`src/rtl/trigger_pkg.sv`:
```
// Shared definitions for the trigger pulse generator and the trigger detector:
// FSM state encoding and the timebase prescaler end-count lookup.
package trigger_pkg;

  localparam int DEF_CNT_W = 8;
  localparam int PRESC_W   = 24;

  localparam logic [1:0] ST_IDLE   = 2'd0;
  localparam logic [1:0] ST_DELAY  = 2'd1;
  localparam logic [1:0] ST_ACTIVE = 2'd2;
  localparam logic [1:0] ST_GAP    = 2'd3;

  typedef enum logic [1:0] {
    IDLE   = ST_IDLE,
    DELAY  = ST_DELAY,
    ACTIVE = ST_ACTIVE,
    GAP    = ST_GAP
  } pgen_state_t;

  // Prescaler terminal count for one timebase unit; a unit lasts end_cnt+1 clocks.
  // At 12MHz the three finest codes cannot be resolved and all collapse to 1us.
  function automatic logic [PRESC_W-1:0] end_time_base_cnt(input logic [2:0] time_base,
                                                           input logic       is_12mhz);
    logic [PRESC_W-1:0] cnt;
    if (is_12mhz) begin
      case (time_base)
        3'd3:    cnt = 24'd119;
        3'd4:    cnt = 24'd1199;
        3'd5:    cnt = 24'd11999;
        3'd6:    cnt = 24'd119999;
        3'd7:    cnt = 24'd1199999;
        default: cnt = 24'd11;
      endcase
    end else begin
      case (time_base)
        3'd0:    cnt = 24'd0;
        3'd1:    cnt = 24'd9;
        3'd2:    cnt = 24'd99;
        3'd3:    cnt = 24'd999;
        3'd4:    cnt = 24'd9999;
        3'd5:    cnt = 24'd99999;
        3'd6:    cnt = 24'd999999;
        default: cnt = 24'd9999999;
      endcase
    end
    return cnt;
  endfunction

endpackage

```
`src/rtl/trigger_pulse_gen_if.sv`:
```
// Request/config/status bundle of the trigger pulse generator.
// master drives start and configuration; slave is the generator itself.
interface trigger_pulse_gen_if
  import trigger_pkg::*;
#(
  parameter int CNT_W = DEF_CNT_W
);

  logic             start;
  logic             cfg_enable;
  logic             cfg_positive;
  logic [CNT_W-1:0] cfg_delay;
  logic [CNT_W-1:0] cfg_width;
  logic [CNT_W-1:0] cfg_gap;
  logic [CNT_W-1:0] cfg_repeat;
  logic [2:0]       cfg_time_base;
  logic             cfg_12mhz;
  logic             pulse_out;
  logic             busy;
  logic             done;

  modport master (
    output start, cfg_enable, cfg_positive, cfg_delay, cfg_width, cfg_gap,
           cfg_repeat, cfg_time_base, cfg_12mhz,
    input  pulse_out, busy, done
  );

  modport slave (
    input  start, cfg_enable, cfg_positive, cfg_delay, cfg_width, cfg_gap,
           cfg_repeat, cfg_time_base, cfg_12mhz,
    output pulse_out, busy, done
  );

endinterface

```
`src/rtl/time_base_tick.sv`:
```
// 24-bit prescaler producing one tick per timebase unit (end_cnt+1 clocks).
// Held at zero while disabled or cleared so each phase starts on a unit boundary.
module time_base_tick
  import trigger_pkg::*;
(
  input  logic               clk,
  input  logic               rst_n_sync,
  input  logic               clr,
  input  logic               en,
  input  logic [PRESC_W-1:0] end_cnt,
  output logic               tick
);

  logic [PRESC_W-1:0] presc;

  assign tick = en && (presc == end_cnt);

  // Count clocks within the current unit, wrapping to zero on each tick.
  always_ff @(posedge clk or negedge rst_n_sync) begin
    if (!rst_n_sync) begin
      presc <= '0;
    end else if (clr || !en || tick) begin
      presc <= '0;
    end else begin
      presc <= presc + 1'b1;
    end
  end

endmodule

```
`src/rtl/trigger_pulse_gen.sv`:
```
// Trigger pulse generator: on start, emits delay -> pulse -> gap -> pulse ...
// using the detector's timebase encoding. An accepted start is registered for one
// clock, so the sequence (busy, first output level) begins on the following edge.
module trigger_pulse_gen
  import trigger_pkg::*;
#(
  parameter int CNT_W = DEF_CNT_W
)(
  input  logic                clk,
  input  logic                rst_n_sync,
  trigger_pulse_gen_if.slave  bus
);

  pgen_state_t        state;
  logic               launch_pending;
  logic               pos_q;
  logic [CNT_W-1:0]   delay_q;
  logic [CNT_W-1:0]   width_q;
  logic [CNT_W-1:0]   gap_q;
  logic [CNT_W-1:0]   repeat_q;
  logic [2:0]         time_base_q;
  logic               mhz12_q;
  logic [CNT_W-1:0]   unit_cnt;
  logic [CNT_W-1:0]   pulses_left;
  logic               pulse_q;
  logic               done_q;

  logic [PRESC_W-1:0] end_cnt;
  logic               tick;
  logic               accept;
  logic               launch_go;
  logic               abort;
  logic [CNT_W-1:0]   width_eff;
  logic [CNT_W-1:0]   gap_eff;
  logic [CNT_W-1:0]   phase_last;
  logic               phase_done;

  assign end_cnt    = end_time_base_cnt(time_base_q, mhz12_q);
  assign accept     = bus.start && bus.cfg_enable && (state == IDLE) && !launch_pending;
  assign launch_go  = launch_pending && bus.cfg_enable;
  assign abort      = (state != IDLE) && !bus.cfg_enable;
  assign width_eff  = (width_q == '0) ? CNT_W'(1) : width_q;
  assign gap_eff    = (gap_q == '0) ? CNT_W'(1) : gap_q;
  assign phase_done = tick && (unit_cnt == phase_last);

  // Index of the last unit of the current phase (phase length minus one).
  always_comb begin
    phase_last = '0;
    case (state)
      DELAY:   phase_last = delay_q - CNT_W'(1);
      ACTIVE:  phase_last = width_eff - CNT_W'(1);
      GAP:     phase_last = gap_eff - CNT_W'(1);
      default: phase_last = '0;
    endcase
  end

  time_base_tick u_tick (
    .clk        (clk),
    .rst_n_sync (rst_n_sync),
    .clr        (launch_go || phase_done),
    .en         (state != IDLE),
    .end_cnt    (end_cnt),
    .tick       (tick)
  );

  // Capture the whole configuration on an accepted start so later cfg changes are inert.
  always_ff @(posedge clk or negedge rst_n_sync) begin
    if (!rst_n_sync) begin
      launch_pending <= 1'b0;
      pos_q          <= 1'b0;
      delay_q        <= '0;
      width_q        <= '0;
      gap_q          <= '0;
      repeat_q       <= '0;
      time_base_q    <= '0;
      mhz12_q        <= 1'b0;
    end else begin
      launch_pending <= accept;
      if (accept) begin
        pos_q       <= bus.cfg_positive;
        delay_q     <= bus.cfg_delay;
        width_q     <= bus.cfg_width;
        gap_q       <= bus.cfg_gap;
        repeat_q    <= bus.cfg_repeat;
        time_base_q <= bus.cfg_time_base;
        mhz12_q     <= bus.cfg_12mhz;
      end
    end
  end

  // Sequence FSM with unit counter, remaining-pulse counter and registered output level.
  always_ff @(posedge clk or negedge rst_n_sync) begin
    if (!rst_n_sync) begin
      state       <= IDLE;
      unit_cnt    <= '0;
      pulses_left <= '0;
      pulse_q     <= 1'b0;
      done_q      <= 1'b0;
    end else begin
      done_q <= 1'b0;
      if (abort) begin
        state       <= IDLE;
        unit_cnt    <= '0;
        pulses_left <= '0;
        pulse_q     <= ~pos_q;
      end else begin
        case (state)
          IDLE: begin
            if (launch_go) begin
              unit_cnt    <= '0;
              pulses_left <= repeat_q;
              if (delay_q != '0) begin
                state   <= DELAY;
                pulse_q <= ~pos_q;
              end else begin
                state   <= ACTIVE;
                pulse_q <= pos_q;
              end
            end else begin
              pulse_q <= ~bus.cfg_positive;
            end
          end
          DELAY: begin
            if (phase_done) begin
              state    <= ACTIVE;
              pulse_q  <= pos_q;
              unit_cnt <= '0;
            end else if (tick) begin
              unit_cnt <= unit_cnt + CNT_W'(1);
            end
          end
          ACTIVE: begin
            if (phase_done) begin
              pulse_q  <= ~pos_q;
              unit_cnt <= '0;
              if (pulses_left == '0) begin
                state  <= IDLE;
                done_q <= 1'b1;
              end else begin
                state <= GAP;
              end
            end else if (tick) begin
              unit_cnt <= unit_cnt + CNT_W'(1);
            end
          end
          GAP: begin
            if (phase_done) begin
              state    <= ACTIVE;
              pulse_q  <= pos_q;
              unit_cnt <= '0;
              if (pulses_left != '0) begin
                pulses_left <= pulses_left - CNT_W'(1);
              end
            end else if (tick) begin
              unit_cnt <= unit_cnt + CNT_W'(1);
            end
          end
          default: begin
            state <= IDLE;
          end
        endcase
      end
    end
  end

  assign bus.pulse_out = pulse_q;
  assign bus.busy      = (state != IDLE);
  assign bus.done      = done_q;

endmodule

```
`src/flat_wrapper.sv`:
```
// flat-port wrapper written by rule: the top's interface ports become plain ports
module trigger_pulse_gen_flat import trigger_pkg::*;
#(
  parameter int CNT_W = DEF_CNT_W
)
  (clk, rst_n_sync, bus_start, bus_cfg_enable, bus_cfg_positive, bus_cfg_delay, bus_cfg_width, bus_cfg_gap, bus_cfg_repeat, bus_cfg_time_base, bus_cfg_12mhz, bus_pulse_out, bus_busy, bus_done);
  trigger_pulse_gen_if #(.CNT_W(CNT_W)) bus_i ();
  input  logic clk;
  input  logic rst_n_sync;
  input wire logic [$bits(bus_i.start)-1:0] bus_start;
  input wire logic [$bits(bus_i.cfg_enable)-1:0] bus_cfg_enable;
  input wire logic [$bits(bus_i.cfg_positive)-1:0] bus_cfg_positive;
  input wire logic [$bits(bus_i.cfg_delay)-1:0] bus_cfg_delay;
  input wire logic [$bits(bus_i.cfg_width)-1:0] bus_cfg_width;
  input wire logic [$bits(bus_i.cfg_gap)-1:0] bus_cfg_gap;
  input wire logic [$bits(bus_i.cfg_repeat)-1:0] bus_cfg_repeat;
  input wire logic [$bits(bus_i.cfg_time_base)-1:0] bus_cfg_time_base;
  input wire logic [$bits(bus_i.cfg_12mhz)-1:0] bus_cfg_12mhz;
  output wire logic [$bits(bus_i.pulse_out)-1:0] bus_pulse_out;
  output wire logic [$bits(bus_i.busy)-1:0] bus_busy;
  output wire logic [$bits(bus_i.done)-1:0] bus_done;
  assign bus_i.start = bus_start;
  assign bus_i.cfg_enable = bus_cfg_enable;
  assign bus_i.cfg_positive = bus_cfg_positive;
  assign bus_i.cfg_delay = bus_cfg_delay;
  assign bus_i.cfg_width = bus_cfg_width;
  assign bus_i.cfg_gap = bus_cfg_gap;
  assign bus_i.cfg_repeat = bus_cfg_repeat;
  assign bus_i.cfg_time_base = bus_cfg_time_base;
  assign bus_i.cfg_12mhz = bus_cfg_12mhz;
  assign bus_pulse_out = bus_i.pulse_out;
  assign bus_busy = bus_i.busy;
  assign bus_done = bus_i.done;
  trigger_pulse_gen #(.CNT_W(CNT_W)) u_core (.clk(clk), .rst_n_sync(rst_n_sync), .bus(bus_i));
endmodule
```
`config.mk`:
```
export PLATFORM = sky130hd
export DESIGN_NAME = trigger_pulse_gen_flat
export DESIGN_NICKNAME = d
export VERILOG_FILES = /design/src/rtl/trigger_pkg.sv /design/src/rtl/trigger_pulse_gen_if.sv /design/src/rtl/time_base_tick.sv /design/src/rtl/trigger_pulse_gen.sv /design/src/flat_wrapper.sv
export SDC_FILE = /design/constraint.sdc
export NUM_CORES = 1
export LEC_CHECK = 0
export ABC_AREA = 1
export CORE_UTILIZATION = 65
export DETAILED_ROUTE_END_ITERATION = 16
export DONT_BUFFER_PORTS = 1
export PLACE_DENSITY_LB_ADDON = 0.15
export SLEW_MARGIN = 40
export SYNTH_ARGS = -nofsm -noshare
export SYNTH_HDL_FRONTEND = slang
export SYNTH_SLANG_ARGS = --single-unit
```
`constraint.sdc`:
```
create_clock -name clk -period 7.1 [get_ports clk]
set_input_delay 0.71 -clock clk [delete_from_list [all_inputs] [get_ports clk]]
set_output_delay 0.71 -clock clk [all_outputs]
set_load 0.005 [all_outputs]
```
==> qor.yml <==
syn_area_per_cell_um2: 6.88
async_reset_ff_frac: 1.00
p_per_area_nw_per_um2: 407
postSynthCellCount: 729
num_rows: 31
arrival_ns: 3.88
drtAntennaViolNets: 0
leakagePower_nw: 2.59
stdcell_count: 825
final.setup.tns_ns: 0
ys_seq_area_frac: 0.409
synth_top_cell_area_share: 0.409
grt_overflow: 0
synth_ff_type: "dfrtp_1"
ios: 44
drt-initial-drc-count: 255
routedWlPerCell_um: 14.4
grt_pass1_wl_um: 20400
htree_num_levels: 3
areaGrowthSynthToFinish_pct: 4.24
crit_type: "reg -> reg"
die_w_um: 89.8
clockBufferDepth: 2
netlist_area_um2: 5010
die_y_um: 89.8
cp.required_ns: 7.35
antenna_found_initial: 0
post-route-period-util: 0.511
clk_pin_slew_worst_paths_ns: 0.09
ys_types: 37
holdCritPathClass: "in -> async"
worstMarginPinSlew_ns: 0.774
yosysWarnings: 0
die_area_um2: 8070
vias: 4645
status: "finished clean"
drt_first_pass_iters: 5
cp-end-kind: "flip-flop"
synth_edf_count: 0
grt_max_degree: 83
holdWs_ns: 0.0301
mostFrequentLayoutCells: "nand2_1, inv_1, dfrtp_1"
fin_crit_ns: 3.63
drc: 0
routed_wirelength_um: 11900
initial_core_util: 0.680
finClkSkew_ns: 0.0147
place_inst: 809
setup_viol: 0
start_kind: "flip-flop"
cts.sinks: 82
maxCapViolCount: 0
coreArea_um2: 7370
cts_tree: "yes"
detailed_place_hpwl_um: 8820
ctsHoldBuffers: 0
first_global_vias: 4527
finalWeightedCongestion: 0.904
clock.fmax_mhz: 276
maxSlewHeadroom: 0.482
cts_buffers: 9
final_common_cell: "nand2_1"
grt_use_total: 0.316
report.final.slew_viol_count: 0
port_buffers: 0
postCtsResizedCells: 0
ctsRootBufferMaster: "clkbuf_8"
ir_worst_vdd_mv: 0.263
hold_viol: 0
diodes: 0
synth_area_leaders: "dfrtp_1, nand2_1, nand3_1, inv_1, nor2_1"
fillers: 600
synth_area_leader_cell: "dfrtp_1"
rsz0062_at_grt: "no"
nets: 772
drive_gt1_frac: 0.0399
insertion_delay_ns: 0.36
syn_nets: 780
path_max_fanout: 23
ys_ff_latch: 82
post_cts_buffers: 0
viasPerCell: 5.63
fin_util: 0.709
## layer usage
metal  vias to the layer above  GRT usage  part of all wire
li1                       2335          -                 -
met1                      2143      0.383              0.44
met2                       138      0.551              0.49
met3                        29     0.0618             0.045
met4                         0      0.134             0.031
met5                         -          0                 0
## metrics by stage
step | power [mW] | worst slack (ns) | cell area, µm²
after global routing | 2.33 | 3.15 | 5230
final | 2.13 | 3.47 | 5230
after global placement | 1.78 | 3.75 | 5050
after floorplan | 1.57 | 4.31 | 5010
after CTS | 2.11 | 3.54 | 5220
after detailed placement | 1.81 | 3.53 | 5050
## final timing paths
kind,start,endpoint,slack [ns],cells past startpoint
worst max-delay path,u_core.state[0],u_core.pulses_left[6],3.47,20
worst min-delay path,rst_n_sync,u_core.u_tick.presc[5],0.03,0
worst max register to register,u_core.state[0],u_core.pulses_left[6],3.47,20
worst min register to register,u_core.repeat_q[5],u_core.repeat_q[5],0.48,2
max in group asynchronous,rst_n_sync,u_core.launch_pending,6.94,0
min in group clk,bus_cfg_width[4],u_core.width_q[4],0.46,2
## critical path: stages (launching register included)
cell and delay [ns]:
dfrtp_1 0.42, ha_1 0.66, nor2_1 0.22, inv_1 0.16, nor2_1 0.07, nor2_1 0.33, ha_1 0.27, nand3_1 0.08
nor2_1 0.18, or2_1 0.15, nand3_1 0.07, nand2_1 0.07, nand3_1 0.06, nor2_1 0.10, nand2_1 0.07, nor2_2 0.10
nand3_1 0.09, nand2_2 0.15, nand2_2 0.13, nand2_1 0.10, nand2_1 0.05
## sequential cells by signal, summed over array words and instances (netlist names)
name and count:
u_core.bus.done 1, u_core.bus.pulse_out 1, u_core.delay_q 8, u_core.gap_q 8, u_core.launch_pending 1, u_core.mhz12_q 1
u_core.pos_q 1, u_core.pulses_left 8, u_core.repeat_q 8, u_core.state 2, u_core.time_base_q 3, u_core.u_tick.presc 24
u_core.unit_cnt 8, u_core.width_q 8
## Yosys cell counts, types with 6 or more instances
cell type  count
nand4_1       17
nand2_2        6
ha_1          10
nor4_1         8
nand2_1      236
inv_1         82
o22ai_1        7
dfrtp_1       82
nor3_1        10
xor2_1        12
a21oi_1       20
nand3_1       63
clkbuf_1      13
o21ai_0       48
nor2_1        78
## power by group
part / leakage (nW) / internal (mW) / switching (mW) / total (mW)
combinational: 1.45 / 0.353 / 0.718 / 1.07
clock: 0.0762 / 0.129 / 0.177 / 0.306
sequential: 1.07 / 0.608 / 0.142 / 0.750
## kinds of logic after synthesis
kind of cell | count (synthesis) | share of synthesized area
AOI/OAI and AO/OA | 88 | 0.0956
xor gates and xnor gates | 15 | 0.0262
adders and majority gates | 10 | 0.0250
buffers and inverters | 106 | 0.0826
DFF | 82 | 0.409
and+or+nand+nor | 428 | 0.362
## layout make-up
class                   count  area, µm²  area share
clock buffers              11        131      0.0251
clock inverters             5       40.0     0.00766
inverters                  87        327      0.0625
multi-input cells         541       2550       0.489
flip-flops and latches     82       2050       0.393
well taps                  99        124      0.0237
(Power assumes the default switching activity.)
